===== src/rtl/wb_queue_pkg.sv =====
// wb_queue_pkg: shared constants and the RAW-hazard match helper for wb_queue.
//   XLEN      - datapath width of result/pc
//   REG_IDX_W - architectural register index width
package wb_queue_pkg;

  localparam int XLEN      = 64;
  localparam int REG_IDX_W = 5;

  // Queued write to rs is a hazard only if the entry is live, actually
  // writes the register file, and rs is not the hardwired zero register.
  function automatic logic raw_match(input logic                 vld,
                                     input logic                 wb_en,
                                     input logic [REG_IDX_W-1:0] dst,
                                     input logic [REG_IDX_W-1:0] rs);
    return vld && wb_en && (dst == rs) && (rs != '0);
  endfunction

endpackage


===== src/rtl/wb_queue_if.sv =====
// wb_queue_if: completion-in and writeback-out valid/ready channels.
//   in_*  : pipe completion toward the queue (in_ready flows back)
//   wb_*  : queue head toward the writeback arbiter (wb_ready flows back)
// Modports: slave = queue side, master = pipe/arbiter side.
interface wb_queue_if;
  import wb_queue_pkg::*;

  logic [REG_IDX_W-1:0] in_dst;
  logic [XLEN-1:0]      in_result;
  logic [XLEN-1:0]      in_pc;
  logic                 in_wb_en;
  logic                 in_valid;
  logic                 in_ready;

  logic [REG_IDX_W-1:0] wb_dst;
  logic [XLEN-1:0]      wb_result;
  logic [XLEN-1:0]      wb_pc;
  logic                 wb_wb_en;
  logic                 wb_valid;
  logic                 wb_ready;

  modport slave (
    input  in_dst, in_result, in_pc, in_wb_en, in_valid, wb_ready,
    output in_ready, wb_dst, wb_result, wb_pc, wb_wb_en, wb_valid
  );

  modport master (
    output in_dst, in_result, in_pc, in_wb_en, in_valid, wb_ready,
    input  in_ready, wb_dst, wb_result, wb_pc, wb_wb_en, wb_valid
  );

endinterface


===== src/rtl/wb_queue.sv =====
// wb_queue: completion FIFO at the tail of an execution pipe. Buffers retired
// results, presents the head to the writeback arbiter, and flags queued
// register writes so issue can detect RAW hazards.
// Ports:
//   clk, rst          - clock, asynchronous active-high reset
//   bus (slave)       - in_* completion channel, wb_* writeback channel
//   chk_rs1/chk_rs2   - source registers to check against queued writes
//   chk_hit1/chk_hit2 - a live entry with wb_en=1 targets chk_rs (rs!=0)
// Build option: WB_QUEUE_BYPASS_EN - when empty, an incoming completion is
//   forwarded combinationally to wb_* (0-cycle latency); it is stored only
//   if the arbiter does not take it that cycle.
module wb_queue
  import wb_queue_pkg::*;
#(
  parameter int DEPTH = 2,
  parameter int AW    = 1
) (
  input  logic                 clk,
  input  logic                 rst,
  wb_queue_if.slave            bus,
  input  logic [REG_IDX_W-1:0] chk_rs1,
  input  logic [REG_IDX_W-1:0] chk_rs2,
  output logic                 chk_hit1,
  output logic                 chk_hit2
);

  // Storage is not reset; only pointers/count qualify it.
  logic [REG_IDX_W-1:0] r_dst [DEPTH];
  logic [XLEN-1:0]      r_res [DEPTH];
  logic [XLEN-1:0]      r_pc  [DEPTH];
  logic [DEPTH-1:0]     r_wben;

  logic [AW-1:0]        r_rd_ptr, r_wr_ptr;
  logic [AW:0]          r_count;

  logic                 w_empty, w_push, w_pop, w_wr, w_rd;
  logic [DEPTH-1:0]     w_vld, w_hit1, w_hit2;

  assign w_empty      = (r_count == '0);
  // Registered count only: no combinational path from wb_ready.
  assign bus.in_ready = (r_count != (AW+1)'(DEPTH));
  assign w_push       = bus.in_valid && bus.in_ready;
  assign w_pop        = bus.wb_valid && bus.wb_ready;

`ifdef WB_QUEUE_BYPASS_EN
  logic w_byp;
  assign w_byp         = w_empty && bus.in_valid;
  assign bus.wb_valid  = !w_empty || bus.in_valid;
  assign bus.wb_dst    = w_byp ? bus.in_dst    : r_dst[r_rd_ptr];
  assign bus.wb_result = w_byp ? bus.in_result : r_res[r_rd_ptr];
  assign bus.wb_pc     = w_byp ? bus.in_pc     : r_pc[r_rd_ptr];
  assign bus.wb_wb_en  = w_byp ? bus.in_wb_en  : r_wben[r_rd_ptr];
  // A bypassed entry consumed in the same cycle never touches storage.
  assign w_wr          = w_push && !(w_byp && bus.wb_ready);
  assign w_rd          = w_pop && !w_byp;
`else
  assign bus.wb_valid  = !w_empty;
  assign bus.wb_dst    = r_dst[r_rd_ptr];
  assign bus.wb_result = r_res[r_rd_ptr];
  assign bus.wb_pc     = r_pc[r_rd_ptr];
  assign bus.wb_wb_en  = r_wben[r_rd_ptr];
  assign w_wr          = w_push;
  assign w_rd          = w_pop;
`endif

  always_ff @(posedge clk) begin
    if (w_wr) begin
      r_dst[r_wr_ptr]  <= bus.in_dst;
      r_res[r_wr_ptr]  <= bus.in_result;
      r_pc[r_wr_ptr]   <= bus.in_pc;
      r_wben[r_wr_ptr] <= bus.in_wb_en;
    end
  end

  // DEPTH is a power of two, so pointer increment wraps naturally.
  always_ff @(posedge clk or posedge rst) begin
    if (rst) begin
      r_rd_ptr <= '0;
      r_wr_ptr <= '0;
      r_count  <= '0;
    end else begin
      if (w_wr) r_wr_ptr <= r_wr_ptr + 1'b1;
      if (w_rd) r_rd_ptr <= r_rd_ptr + 1'b1;
      case ({w_wr, w_rd})
        2'b10:   r_count <= r_count + 1'b1;
        2'b01:   r_count <= r_count - 1'b1;
        default: r_count <= r_count;
      endcase
    end
  end

  // Slot g is live when its distance from the head is below count.
  for (genvar g = 0; g < DEPTH; g++) begin : g_ent
    logic [AW-1:0] w_off;
    assign w_off     = AW'(g) - r_rd_ptr;
    assign w_vld[g]  = ({1'b0, w_off} < r_count);
    assign w_hit1[g] = raw_match(w_vld[g], r_wben[g], r_dst[g], chk_rs1);
    assign w_hit2[g] = raw_match(w_vld[g], r_wben[g], r_dst[g], chk_rs2);
  end

  assign chk_hit1 = |w_hit1;
  assign chk_hit2 = |w_hit2;

endmodule


===== src/flat_wrapper.sv =====
// flat-port wrapper written by rule: the top's interface ports become plain ports
module wb_queue_flat import wb_queue_pkg::*;
#(
  parameter int DEPTH = 2,
  parameter int AW    = 1
)
  (clk, rst, chk_rs1, chk_rs2, chk_hit1, chk_hit2, bus_in_dst, bus_in_result, bus_in_pc, bus_in_wb_en, bus_in_valid, bus_wb_ready, bus_in_ready, bus_wb_dst, bus_wb_result, bus_wb_pc, bus_wb_wb_en, bus_wb_valid);
  wb_queue_if bus_i ();
  input  logic clk;
  input  logic rst;
  input  logic [REG_IDX_W-1:0] chk_rs1;
  input  logic [REG_IDX_W-1:0] chk_rs2;
  output logic chk_hit1;
  output logic chk_hit2;
  input wire logic [$bits(bus_i.in_dst)-1:0] bus_in_dst;
  input wire logic [$bits(bus_i.in_result)-1:0] bus_in_result;
  input wire logic [$bits(bus_i.in_pc)-1:0] bus_in_pc;
  input wire logic [$bits(bus_i.in_wb_en)-1:0] bus_in_wb_en;
  input wire logic [$bits(bus_i.in_valid)-1:0] bus_in_valid;
  input wire logic [$bits(bus_i.wb_ready)-1:0] bus_wb_ready;
  output wire logic [$bits(bus_i.in_ready)-1:0] bus_in_ready;
  output wire logic [$bits(bus_i.wb_dst)-1:0] bus_wb_dst;
  output wire logic [$bits(bus_i.wb_result)-1:0] bus_wb_result;
  output wire logic [$bits(bus_i.wb_pc)-1:0] bus_wb_pc;
  output wire logic [$bits(bus_i.wb_wb_en)-1:0] bus_wb_wb_en;
  output wire logic [$bits(bus_i.wb_valid)-1:0] bus_wb_valid;
  assign bus_i.in_dst = bus_in_dst;
  assign bus_i.in_result = bus_in_result;
  assign bus_i.in_pc = bus_in_pc;
  assign bus_i.in_wb_en = bus_in_wb_en;
  assign bus_i.in_valid = bus_in_valid;
  assign bus_i.wb_ready = bus_wb_ready;
  assign bus_in_ready = bus_i.in_ready;
  assign bus_wb_dst = bus_i.wb_dst;
  assign bus_wb_result = bus_i.wb_result;
  assign bus_wb_pc = bus_i.wb_pc;
  assign bus_wb_wb_en = bus_i.wb_wb_en;
  assign bus_wb_valid = bus_i.wb_valid;
  wb_queue #(.DEPTH(DEPTH), .AW(AW)) u_core (.clk(clk), .rst(rst), .bus(bus_i), .chk_rs1(chk_rs1), .chk_rs2(chk_rs2), .chk_hit1(chk_hit1), .chk_hit2(chk_hit2));
endmodule

===== config.mk =====
export PLATFORM = sky130hd
export DESIGN_NAME = wb_queue_flat
export DESIGN_NICKNAME = d
export VERILOG_FILES = /design/src/rtl/wb_queue_pkg.sv /design/src/rtl/wb_queue_if.sv /design/src/rtl/wb_queue.sv /design/src/flat_wrapper.sv
export SDC_FILE = /design/constraint.sdc
export NUM_CORES = 1
export LEC_CHECK = 0
export CAP_MARGIN = 20
export CORE_AREA = 2 2 149 151
export DETAILED_ROUTE_END_ITERATION = 10
export DIE_AREA = 0 0 151 153
export DONT_BUFFER_PORTS = 1
export PLACE_DENSITY = 0.6
export SLEW_MARGIN = 10
export SYNTH_ARGS = -nofsm -noshare
export SYNTH_HDL_FRONTEND = slang
export SYNTH_SLANG_ARGS = --single-unit
export TNS_END_PERCENT = 5

===== constraint.sdc =====
create_clock -name clk -period 17.86 [get_ports clk]
set_clock_uncertainty 0.1 [all_clocks]
set_input_delay 3.572 -clock clk [delete_from_list [all_inputs] [get_ports clk]]
set_output_delay 3.572 -clock clk [all_outputs]
set_load 0.01 [all_outputs]

* Word-level counts from Yosys, hierarchy flattened
Memory sizes are Yosys's and may differ from the RTL's.
Index checks and enable logic that the tools add are counted.
** Cells by class
- Magnitude comparators :: 5
- Reduce and logical (&&, ||, !) cells :: 20
- Equality and inequality tests :: 7
- $add $sub $neg :: 6
- Multiplexer cells :: 8
** Operators by type and width (number)
- $eq 5x5->1 :: 4
- $logic_and 1x1->1 :: 13
- $reduce_bool 5->1 :: 2
- $mux 1 :: 5
- $lt 1x2->1 :: 2
- $lt 1x2->1 const B :: 2
- $pmux 2 s2 :: 1
- $reduce_or 2->1 :: 2
- $add 1x1->1 const B :: 2
- $add 2x1->2 const B :: 1
- $bwmux 2 :: 1
- $eq 2x1->1 const B :: 1
- $eq 2x2->1 const B :: 1
- $logic_not 2->1 :: 1
- $ne 2x2->1 const B :: 1
- $reduce_bool 2->1 :: 1
- $sub 1x1->1 const A :: 2
- $sub 2x1->2 const B :: 1
- $demux 1 s1 :: 1
- $ge 1x1->1 const B :: 1
- $logic_not 1->1 :: 1
** Word-level totals
- Memories :: 3
- Bits in registers :: 6
- Logic and storage cells :: 53
- Input port bits :: 148
- Memory bits (writable) :: 266
** Memories
- u_core.r_pc :: depth 2, width 64, rd ports 1, clocked after Yosys merged registers in 0, write ports 1, line wb_queue.sv:30 : logic [XLEN-1:0] r_pc [DEPTH];
- u_core.r_res :: depth 2, width 64, rd ports 1, clocked after Yosys merged registers in 0, write ports 1, line wb_queue.sv:29 : logic [XLEN-1:0] r_res [DEPTH];
- u_core.r_dst :: depth 2, width 5, rd ports 3, clocked after Yosys merged registers in 0, write ports 1, line wb_queue.sv:28 : logic [REG_IDX_W-1:0] r_dst [DEPTH];

* Logic depth before layout (Yosys ltp)
- Word-level depth :: 6
- Gate-level depth with buffers :: 6

* Worst setup path before layout
OpenSTA, ideal clock, no wires.
- Path type :: input -> register
- Start point :: input bus_in_valid
- End point :: memory u_core.r_dst[0][0] (enable)
- Data arrival time :: 9.234 ns
- Stages :: 2
- Slack :: 7.897 ns
- Data required time :: 17.131 ns
- Cell sequence :: nand2_1 > nor2_1
** On the way
- Cells in the longest elaborated chain, start to end :: 3
** Ends and longest elaborated chain
- start: declaration :: line flat_wrapper.sv:19 : input wire logic [$bits(bus_i.in_valid)-1:0] bus_in_valid;
- $logic_and 1x1->1 :: line wb_queue.sv:42 : assign w_push = bus.in_valid && bus.in_ready;
- $mux 1 :: line wb_queue.sv:67 : if (w_wr) begin
- $mux 1 (implied by the code) :: line wb_queue.sv:68 : r_dst[r_wr_ptr] <= bus.in_dst;
- end: declaration :: line wb_queue.sv:28
No other way between the ends.

* Worst setup path after layout
- Start point :: input chk_rs1[2]
- End point :: output chk_hit1
** On the way
- Cells in the longest elaborated chain, start to end :: 4
- Elaborated cells between the ends (all ways) :: 8
** Ends and longest elaborated chain
- start: declaration :: line flat_wrapper.sv:11 : input logic [REG_IDX_W-1:0] chk_rs1;
- $eq 5x5->1 :: line wb_queue_pkg.sv:15 : return vld && wb_en && (dst == rs) && (rs != '0);
- $logic_and 1x1->1 (2 in a row) :: line wb_queue_pkg.sv:15
- $reduce_or 2->1 * :: line wb_queue.sv:101 : assign chk_hit1 = |w_hit1;
- end: declaration :: line flat_wrapper.sv:13 : output logic chk_hit1;
Every way passes the cells marked *; elsewhere a longest branch is shown, timed or not.

==> results.md <==
* Hold WC Path Type: register to register
* Final nets at 640
* Unrepaired setup endpoints after global routing: no
* Sw Pwr at 545 uW
* Area of the mapped netlist at 0.0101 sq mm
* Largest net degree at the start of global routing at 76
* Via Count at 4,203
* Final GP Congestion at 0.701
* WP buf/inv at 0
* Vias in the first global route at 4,502
* Pint at 1.36 mW
* CP delay by family, top: simple AND/OR/NAND/NOR gates
* Clock Sinks at 272
* Syn nets at 622
* Post-synthesis compound-gate area fraction at 0.198%
* Critical path class: input pin to output port
* Fraction of layout cells with a size suffix above 1 at 34.0%
* Setup Buffers After CTS at 0
* Multiplexer area fraction after synthesis at 14.9%
* Slew HR at 30.8%
* Pwr Density at 169 mW/mm^2
* Final WL at 17.9 mm
* Worst-Skew Late Latency at 0.51 ns
* Crit path depth at 4
* Synthesized-area fraction occupied by and/or/nand/nor cells at 1.17%
* Tcrit/Tclk final at 45.9%
* Fin. Hold Viols at 0
* Cells after synthesis at 473
* CP Launch Type: input pin
* Io pins at 286
* Register area share after synthesis at 80.5%
* Die Area at 0.0231 sq mm
* Data required, critical path at 14.19 ns
* Antenna violations before repair at 0
* Final Power at 1.91 mW
* TritonCTS clock tree: yes
* Worst Reg2Reg Path Length in Cells at 3
* Comb pwr share at 23.0%
* CTS buffer count at 27
* Storage element area at 0.00815 sq mm
* CTS clk-pin slew, worst paths at 0.06 ns
* Worst path max stage delay at 0.47 ns
* Area added between synthesis and finish at 11.4%
* Flop pwr share at 49.1%
* Die boundary width at 151 um
* Final ANT Viol Nets at 0
* CTS root buffer: clkbuf_16
* Number of synthesized flops with an enable pin at 268
* Gr usage total at 14.9%
* Critical path capture point type: output port
* Std-Cell Core Area at 0.0215 sq mm
* Synth Area in Adders at 0.124%
* Fin util at 52.5%
* Area of the multi-input gates at 0.00189 sq mm
* Post-synthesis async set-or-reset flop share at 1.47%
* Initial DRC count at 153
* # rows at 54
* Distinct cell type count after synthesis at 24
* Leakage power at 3.63 nW
* I/O Buffers at 0
* Slew Limit Fails at 0
* H-Tree Depth at 1
* Max Cap Viol at 0
* Layout fillers at 1,651
* CTS Buffer Depth at 3
* Slowest CP cell: or4_1
* Max IR drop VDD at 0.0937 mV
* Yosys warnings at 0
* Post-layout min period at 8.19 ns
* Status: finished clean
* CP Cell Sequence: xnor2_1 -> nand3_1 -> or4_1 -> a21oi_1
* Placed cells at 742
* Wirelength per Cell at 22.7 um
* CTS Hold Buffers Added at 0
* Die height at 153 um
* Primary FF master, synth: edfxtp_1
* Design area at 0.0113 sq mm
* DRC violations left at 0
* Worst EP arrival at 4.52 ns
* Post-DP HPWL at 11.8 mm
* Hold Crit Depth at 1
* Post-Synth XOR/XNOR Area at 2.16%
* Total Neg Setup Slack at 0 ns
* Vias per cell at 5.33
* Clock power frac at 27.9%
* FMAX at 122 MHz
* Mean Syn Cell Area at 21.4 sq um
* First-pass GRT wire length at 26.1 mm
* Antenna diode count at 0
* Number of setup violations in the final report at 0
* Total gr overflow at 0
* Maximum fanout along the worst path at 3
* Starting density of the core at 47.1%
* Post-synthesis register bit count at 272
* Fin cells at 789
* Largest family of logic cells by synthesized area: multiplexers
* Post-CTS sizing at 0
* Worst slew pin tran at 1.04 ns
* Placed Area at 0.0104 sq mm
* TritonRoute pass-1 iters at 4
* Net Sw Frac at 28.5%
## cell families after synthesis
logic type / Yosys count
flip-flops: 272
adder cells (fa/ha/maj): 1
AND/OR/NAND/NOR: 21
AO/OA/AOI/OAI: 4
XOR/XNOR: 25
buffers and inverters: 16
multiplexers: 134
## registers in the layout, indices dropped and copies added, names as in the netlist
signal and cells:
u_core.r_wr_ptr 1, u_core.r_wben 2, u_core.r_count 2, u_core.r_pc 128
u_core.r_res 128, u_core.r_rd_ptr 1, u_core.r_dst 10
## metal layers
metal	vias up	routed length (um)	part of all wire (%)	GRT usage, %
li1	1898	-	-	-
met1	2061	5980	33	15.7
met2	215	8770	49	25.1
met3	29	2740	15	8.81
met4	0	430	2.4	4.01
met5	-	0	0	0
## final timing paths
check | end | start | slack [ns]
min reg2reg | u_core.r_count[1] | u_core.r_count[1] | 0.44
min in group asynchronous | u_core.r_count[1] | rst | 2.73
max in group asynchronous | u_core.r_rd_ptr | rst | 14.76
max reg2reg | u_core.r_res[1][36] | u_core.r_count[0] | 14.87
min | u_core.r_count[1] | u_core.r_count[1] | 0.44
max | chk_hit1 | chk_rs1[2] | 9.67
## power groups by stage
stage / logic [mW] / clock network [mW] / registers [mW]
3_5_place_dp: 0.450 / 0 / 0.953
2_1_floorplan: 0.388 / 0 / 0.937
5_1_grt: 0.474 / 0.573 / 0.955
3_3_place_gp: 0.447 / 0 / 0.945
6_report: 0.439 / 0.533 / 0.938
4_1_cts: 0.453 / 0.550 / 0.941
## through the flow
step	hold WS [ns]	setup slack, ns
after floorplan	0.360	7.90
after global placement	0.426	9.69
after detailed placement	0.430	9.64
after CTS	0.439	9.66
after global routing	0.477	9.60
final	0.436	9.67
## synth_stat cells, drive strengths merged (2+ instances only)
cell type / instances / area [sq um]
xor2: 12 / 105
nor3: 2 / 10.0
mux2: 134 / 1510
dfrtp: 4 / 100
nor2b: 2 / 12.5
a21oi: 3 / 15.0
edfxtp: 268 / 8050
nor2: 4 / 15.0
xnor2: 13 / 114
or4: 4 / 30.0
nand4: 2 / 12.5
buf: 14 / 82.6
nand3: 2 / 10.0
## worst register-to-register path, stage by stage (launching register included)
cell,delay (ns)
dfrtp_1,0.45
nand2b_1,0.27
and3_4,0.75
buf_4,0.91
## placed cells by master, fill, tap and decap left out, drive strengths merged
master	synthesis	routed
edfxtp	268	268
nor2b	2	2
nor2	4	4
nor3	2	2
bufinv	0	3
inv	1	2
buf	14	4
mux2	134	134
clkbuf	1	32
nand2b	1	1
nand3	2	2
nand2	1	1
clkinv	0	11
or2	1	1
dfrtp	4	4
a21oi	3	3
or4	4	4
nand4	2	2
and3	1	1
xnor2	13	13
ha	1	1
o21ai	1	1
xor2	12	12
and2	1	1
## layout make-up
class	instances	share of cell area (%)
flip-flops and latches	272	72.3
multi-input cells	185	16.8
clock buffers	32	6.16
well taps	280	3.11
clock inverters	15	1.31
repair buffers	4	0.266
inverters	1	0.0333
No activity file was read; power rests on OpenSTA's default activity.
